==> config.mk <==
export PLATFORM = sky130hd
export DESIGN_NAME = maria_bus_arbiter
export DESIGN_NICKNAME = d
export VERILOG_FILES = /design/src/rtl/maria_bus_arbiter.sv
export SDC_FILE = /design/constraint.sdc
export NUM_CORES = 1
export LEC_CHECK = 0
export ABC_AREA = 1
export CAP_MARGIN = 20
export CORE_AREA = 2 2 39 41
export DETAILED_ROUTE_END_ITERATION = 8
export DIE_AREA = 0 0 41 43
export HOLD_SLACK_MARGIN = 0.15
export PLACE_DENSITY = 0.58
export SYNTH_ARGS = -nofsm -noshare
export SYNTH_HDL_FRONTEND = slang
export SYNTH_SLANG_ARGS = --single-unit
export TNS_END_PERCENT = 20
==> constraint.sdc <==
create_clock -name clk_sys -period 1.05 [get_ports clk_sys]
set_input_delay 0.2625 -clock clk_sys [delete_from_list [all_inputs] [get_ports clk_sys]]
set_output_delay 0.2625 -clock clk_sys [all_outputs]
set_load 0.01 [all_outputs]
==> src/rtl/maria_bus_arbiter.sv <==
// CPU/MARIA bus arbiter: halts the 6502 and grants MARIA the bus once the CPU has
// finished its setup reads, and holds RDY low from a WSYNC strobe until hblank.
module maria_bus_arbiter #(
  parameter int unsigned HALT_SETUP = 2,
  parameter bit          WSYNC_EN   = 1'b1
) (
  input  logic       clk_sys,
  input  logic       reset,
  input  logic       pclk0,
  input  logic       cpu_rw,
  input  logic       deassert_ready,
  input  logic       hblank_start,
  input  logic       dma_req,
  input  logic       dma_done,
  output logic       rdy,
  output logic       halt,
  output logic       drive_AB,
  output logic [1:0] arb_state
);

  typedef enum logic [1:0] {
    ST_IDLE      = 2'd0,
    ST_HALT_PEND = 2'd1,
    ST_DMA       = 2'd2,
    ST_RELEASE   = 2'd3
  } state_t;

  localparam logic [2:0] SETUP_CNT = 3'(HALT_SETUP);

  state_t     state_q, state_d;
  logic [2:0] cnt_q, cnt_d;
  logic       wsync_q, wsync_d;
  logic       rdy_q, rdy_d;
  logic       halt_q, halt_d;
  logic       drive_ab_q, drive_ab_d;

  always_comb begin
    state_d = state_q;
    cnt_d   = cnt_q;
    wsync_d = wsync_q;

    // hblank wins over a coincident strobe
    if (hblank_start) begin
      wsync_d = 1'b0;
    end else if (pclk0 && deassert_ready && WSYNC_EN) begin
      wsync_d = 1'b1;
    end

    case (state_q)
      ST_IDLE: begin
        if (dma_req) begin
          state_d = ST_HALT_PEND;
          cnt_d   = 3'd0;
        end
      end
      ST_HALT_PEND: begin
        // Only read cycles count: the 6502 ignores RDY during writes.
        if (!dma_req) begin
          state_d = ST_IDLE;
        end else if (pclk0 && cpu_rw) begin
          if (cnt_q != 3'd7) cnt_d = cnt_q + 3'd1;
          if (cnt_d == SETUP_CNT) state_d = ST_DMA;
        end
      end
      ST_DMA: begin
        if (dma_done) state_d = ST_RELEASE;
      end
      ST_RELEASE: begin
        if (pclk0) state_d = ST_IDLE;
      end
      default: state_d = ST_IDLE;
    endcase

    // Outputs are decoded from next state so they register alongside it.
    halt_d     = (state_d != ST_IDLE);
    drive_ab_d = (state_d == ST_DMA);
    rdy_d      = (state_d == ST_IDLE) && !wsync_d;
  end

  always_ff @(posedge clk_sys) begin
    if (reset) begin
      state_q    <= ST_IDLE;
      cnt_q      <= 3'd0;
      wsync_q    <= 1'b0;
      rdy_q      <= 1'b1;
      halt_q     <= 1'b0;
      drive_ab_q <= 1'b0;
    end else begin
      state_q    <= state_d;
      cnt_q      <= cnt_d;
      wsync_q    <= wsync_d;
      rdy_q      <= rdy_d;
      halt_q     <= halt_d;
      drive_ab_q <= drive_ab_d;
    end
  end

  assign rdy       = rdy_q;
  assign halt      = halt_q;
  assign drive_AB  = drive_ab_q;
  assign arb_state = state_q;

endmodule

-- After elaboration in Yosys (flattened, before gate mapping)
Cells that the tools add are included.
- bits in registers: 9
- latch bits: 0
- memory bits (writable): 0
- ROM bits: 0
- input port bits: 8
- memories kept: 0
- add/subtract/negate cells: 1
- multipliers: 0
- div/mod/pow operators: 0
- magnitude comparators: 0
- eq/ne operators: 9
- shift operators: 0
- mux-type cells: 17
- bitwise operators: 0
- reduce and logical (&&, ||, !) cells: 9
- operator list (kind ; count):
    3-bit two-way mux ; 7
    2-bit two-way mux ; 6
    2-bit case mux with 4 select lines ; 1
    2-bit equality test (second input constant) ; 3
    2-bit inequality test (second input constant) ; 3
    3-bit case mux with 2 select lines ; 1
    2-bit logical NOT ; 2
    4-bit AND reduction ; 1
    2-bit nonzero test ; 2
    3-bit by 1-bit adder with 3-bit output (second input constant) ; 1
    3-bit by 2-bit equality test with 1-bit output (second input constant) ; 1
    1-bit logical AND ; 3
    3-bit inequality test (second input constant) ; 1
    2-bit by 1-bit equality test with 1-bit output (second input constant) ; 1
    1-bit two-way mux ; 2
    1-bit logical NOT ; 1

-- Depth between registers and ports, before layout
- word-level depth: 12
- depth in mapped cells: 10
- depth with buffers taken out: 10

-- Worst setup path before layout
Ideal clock, no wire load.
- path kind: register -> register
- from: reg cnt_q[0]
- to: reg rdy_q (netlist: rdy)
- setup time: 0.111 ns
- arrival: 0.969 ns
- data required time: 0.939 ns
- slack: -0.029 ns
- stages on the path, launching flop included: 8
- path buffers: 0
- cells stage by stage: dfxtp_1 ha_1 nor2_1 nand3_1 nand2_1 nand2_1 nand2_2 nor2_2
- cells in the longest elaborated chain, start to end: 12
- elaborated cells between the ends (all ways): 13
- ends and longest elaborated chain (element ; RTL line ; source):
    start: declaration ; 31 ; logic [2:0] cnt_q, cnt_d;
    start signal: assignment ; 90 ; cnt_q <= cnt_d;
    3-bit by 1-bit adder with 3-bit output or 3-bit inequality test (tied branches) ; 61 ; if (cnt_q != 3'd7) cnt_d = cnt_q + 3'd1;
    3-bit two-way mux * ; 61 ;
    3-bit two-way mux * ; 60 ; end else if (pclk0 && cpu_rw) begin
    3-bit two-way mux * ; 58 ; if (!dma_req) begin
    3-bit two-way mux * ; 49 ; case (state_q)
    3-bit by 2-bit equality test with 1-bit output * ; 62 ; if (cnt_d == SETUP_CNT) state_d = ST_DMA;
    2-bit two-way mux * ; 62 ;
    2-bit two-way mux * ; 60 ;
    2-bit two-way mux * ; 58 ;
    2-bit case mux with 4 select lines * ; 49 ;
    2-bit logical NOT * ; 77 ; rdy_d = (state_d == ST_IDLE) && !wsync_d;
    1-bit logical AND * ; 77 ;
    end signal: assignment ; 92 ; rdy_q <= rdy_d;
    end: declaration ; 33 ; logic rdy_q, rdy_d;
Mark *: on every way between the ends. The rest lies on a longest branch, timed or not. The select of a mux whose other input is x is not followed.
A chain may end at the register's enable or synchronous reset.

-- Worst setup path in the final report
- from: reg cnt_q[1]
- to: reg rdy_q (netlist: rdy)
Same word-level chain as after synthesis.

==> impl_metrics.csv <==
group,metric,value,unit
clock_network,htreeDepth,1,
power,p_leak,0.310,nW
sta,period_share,107,%
hold_path,worstHoldPathType,"flip-flop to flip-flop",
placed_design,place_inst,86,
final_layout,stdcell_count,91,
synth,syn_area,410,µm²
synth,synth.distinct_cells,15,
synth,synth_seq_cells,9,
floorplan,start_util,29.7,%
sta,hold_violations,0,
final_layout,layout.nets,86,
detailed_routing,drc_errors,0,
synth,syn_avg_cell_area,7.74,µm²
final_layout,fill_cells,145,
grt,grt_overflow,0,
synth,yosysSeqAreaShare,43.9,%
worst_setup_path,rr_startpoint,"cnt_q[1]",
sta,drv_slew,0,
worst_setup_path,path_max_fanout,2,
worst_setup_path,r2r_setup_slack,-0.08,ns
sta,rsz0062_at_grt,"yes",
floorplan,die_w,41,µm
run,timing.max_cap.violations,0,
worst_setup_path,cp.required,1.27,ns
final_layout,drive_gt1_share,44.0,%
detailed_routing,ant_nets,0,
worst_setup_path,ff2ff_path_depth,10,
sta,fin_crit,1.13,ns
grt,grt_pass1_vias,343,
status,violations,"setup timing",
power,vdd.ir_drop.worst,0.461,mV
sta,setup_violations,7,
grt,antenna_found_initial,0,
clock_network,numCtsBuffers,3,
sta,worst_pin_slew,0.163,ns
sta,skew,0.00716,ns
synth,synth.area.top_cells,"dfxtp_1 (44%), inv_1 (9.1%), nand2_1 (8.2%)",
clock_network,clk_pin_slew,0.07,ns
final_layout,syn2layout_area_growth,56.1,%
hold_path,hp-start,"cnt_q[2]",
floorplan,rows,14,
floorplan,die_area,1760,µm²
detailed_routing,dr.pass1.iters,5,
placed_design,detailedPlace.worstSlack,-0.383,ns
clock_network,clockBufferDepth,2,
floorplan,pin_count,13,
placed_design,numPortBuffers,12,
worst_setup_path,crit_arrival,1.34,ns
placed_design,gp_congestion,0.676,
worst_setup_path,crit_path_end_kind,"flip-flop",
worst_setup_path,path_class,"flip-flop to flip-flop",
worst_setup_path,start_kind,"flip-flop",
sta,slew_headroom,89.2,%
final_layout,multi_input_area,230,µm²
sta,layout_setup_ws,-0.0766,ns
worst_setup_path,r2r-end,"rdy",
status,status,"finished with violations",
final_layout,antenna_cells,0,
clock_network,clock-root-buffer,"clkbuf_4",
detailed_routing,drt_iter0_drc,2,
detailed_routing,avgRoutedWirePerCell,9.89,µm
clock_network,clock_latency,0.27,ns
grt,track_usage,11.3,%
sta,max_freq,888,MHz
synth,yosysTopAreaCell,"dfxtp_1",
clock_network,clock_sinks,9,
synth,syn_nets,63,
final_layout,seq_area,184,µm²
synth,postSynthCellCount,53,
synth,synth_warnings,0,
synth,synthDominantCellAreaShare,43.9,%
floorplan,coreArea,1380,µm²
floorplan,dieHeight,43,µm
detailed_routing,via_per_inst,4.16,
hold_path,holdPathEnd,"cnt_q[2]",
detailed_routing,num_vias,379,
grt,grt_start_max_net_pins,7,
hold_path,whs_path_depth,2,
placed_design,hpwl,645,µm
detailed_routing,drt_wl_total,900,µm
clock_network,cts_hold_buf,0,
grt,grt_first_pass_wirelength,1.32,mm
clock_network,cts_tree,"built",
power,p_per_area,1260,nW/µm²
-- layer usage --
layer  global-route usage, %  part of all wire, %  vias up
met5                       0                    0        -
met3                    3.14                  4.8        4
met1                    12.9                   42      161
met4                    8.00                  2.8        0
met2                    16.9                   51       10
li1                        -                    -      204
-- registers in the layout (all words and copies together), names as in the netlist --
register   flops
arb_state      2
cnt_q          3
drive_AB       1
halt           1
rdy            1
wsync_q        1
-- worst max path at each step --
stage,startpoint,end,slack (ns),cells past startpoint
after global placement,dma_req,rdy,-0.37,8
after floorplan,cnt_q[1],rdy,0.003,10
after global routing,cnt_q[1],rdy,-0.16,10
after detailed placement,pclk0,cnt_q[0],-0.38,6
after CTS,arb_state[0],rdy,-0.06,7
final,cnt_q[1],rdy,-0.08,10
-- cell usage in the layout, fill, tap and decap left out, types with 2 or more instances in the layout --
cell type / instances
a21oi_1: 4
dfxtp_2: 3
inv_2: 2
inv_1: 8
nand3_1: 3
clkdlybuf4s50_1: 4
nor2_2: 3
buf_4: 6
dfxtp_1: 6
nand2_1: 7
nor2_1: 2
clkbuf_4: 3
dlygate4sd2_1: 3
nand2_2: 6
buf_2: 4
-- cell usage after synthesis (all sizes together) --
library cell	n
and2	1
inv	10
xor2	1
nand2	13
dfxtp	9
or3	1
ha	2
or2	1
a21oi	5
nor2	6
nand3	4
-- what timing repair did --
item	4_1_cts	5_1_grt
hold endpoints to repair	0	0
resized for setup	26	6
setup buffers	0	1
setup endpoints to repair	12	10
pin swaps	7	5
-- cell families after synthesis --
| group | count (synthesis) | synth area share, % |
|---|---|---|
| xor gates and xnor gates | 1 | 2.13 |
| buffers and inverters | 10 | 9.15 |
| adders and majority gates | 2 | 6.10 |
| and+or+nand+nor | 26 | 31.7 |
| AOI/OAI and AO/OA | 5 | 7.01 |
| DFF | 9 | 43.9 |
-- final cells by class --
cell class                 instances  share of cell area, %
clock inverter                     1                  0.781
tap                               16                   3.13
clock buffer                       3                   3.52
sequential                         9                   28.7
inverter                          10                   5.86
multi-input combinational         34                   35.9
timing repair buffer              18                   22.1
-- metrics by stage --
step	hold WS (ns)	setup TNS, ns	instance area [µm²]	power [W]	util [%]
global route	0.507	-0.810	641	0.000851	46.3
finish	0.485	-0.246	641	0.000805	46.3
global placement	0.466	-2.96	594	0.000522	42.9
detailed placement	0.475	-3.07	594	0.000522	42.9
floorplan	0.437	0	417	0.000441	-
CTS	0.485	-0.243	621	0.000797	44.8
-- critical path, stage by stage (launching register included) --
cell and delay (ns):
dfxtp_2 0.34, inv_2 0.08, ha_4 0.12, inv_2 0.04, nor2_4 0.09, nand2_1 0.05
nand2_1 0.06, nand3_2 0.07, nand2_2 0.08, nand2_2 0.06, nor2_2 0.09
-- power breakdown --
group          internal, W  leakage [nW]  switching [W]
logic            0.0000833         0.217      0.0000721
clock network     0.000141        0.0177       0.000138
registers         0.000360        0.0751      0.0000105
total             0.000585         0.310       0.000221
Note: power is estimated with default switching activity, not from simulation.
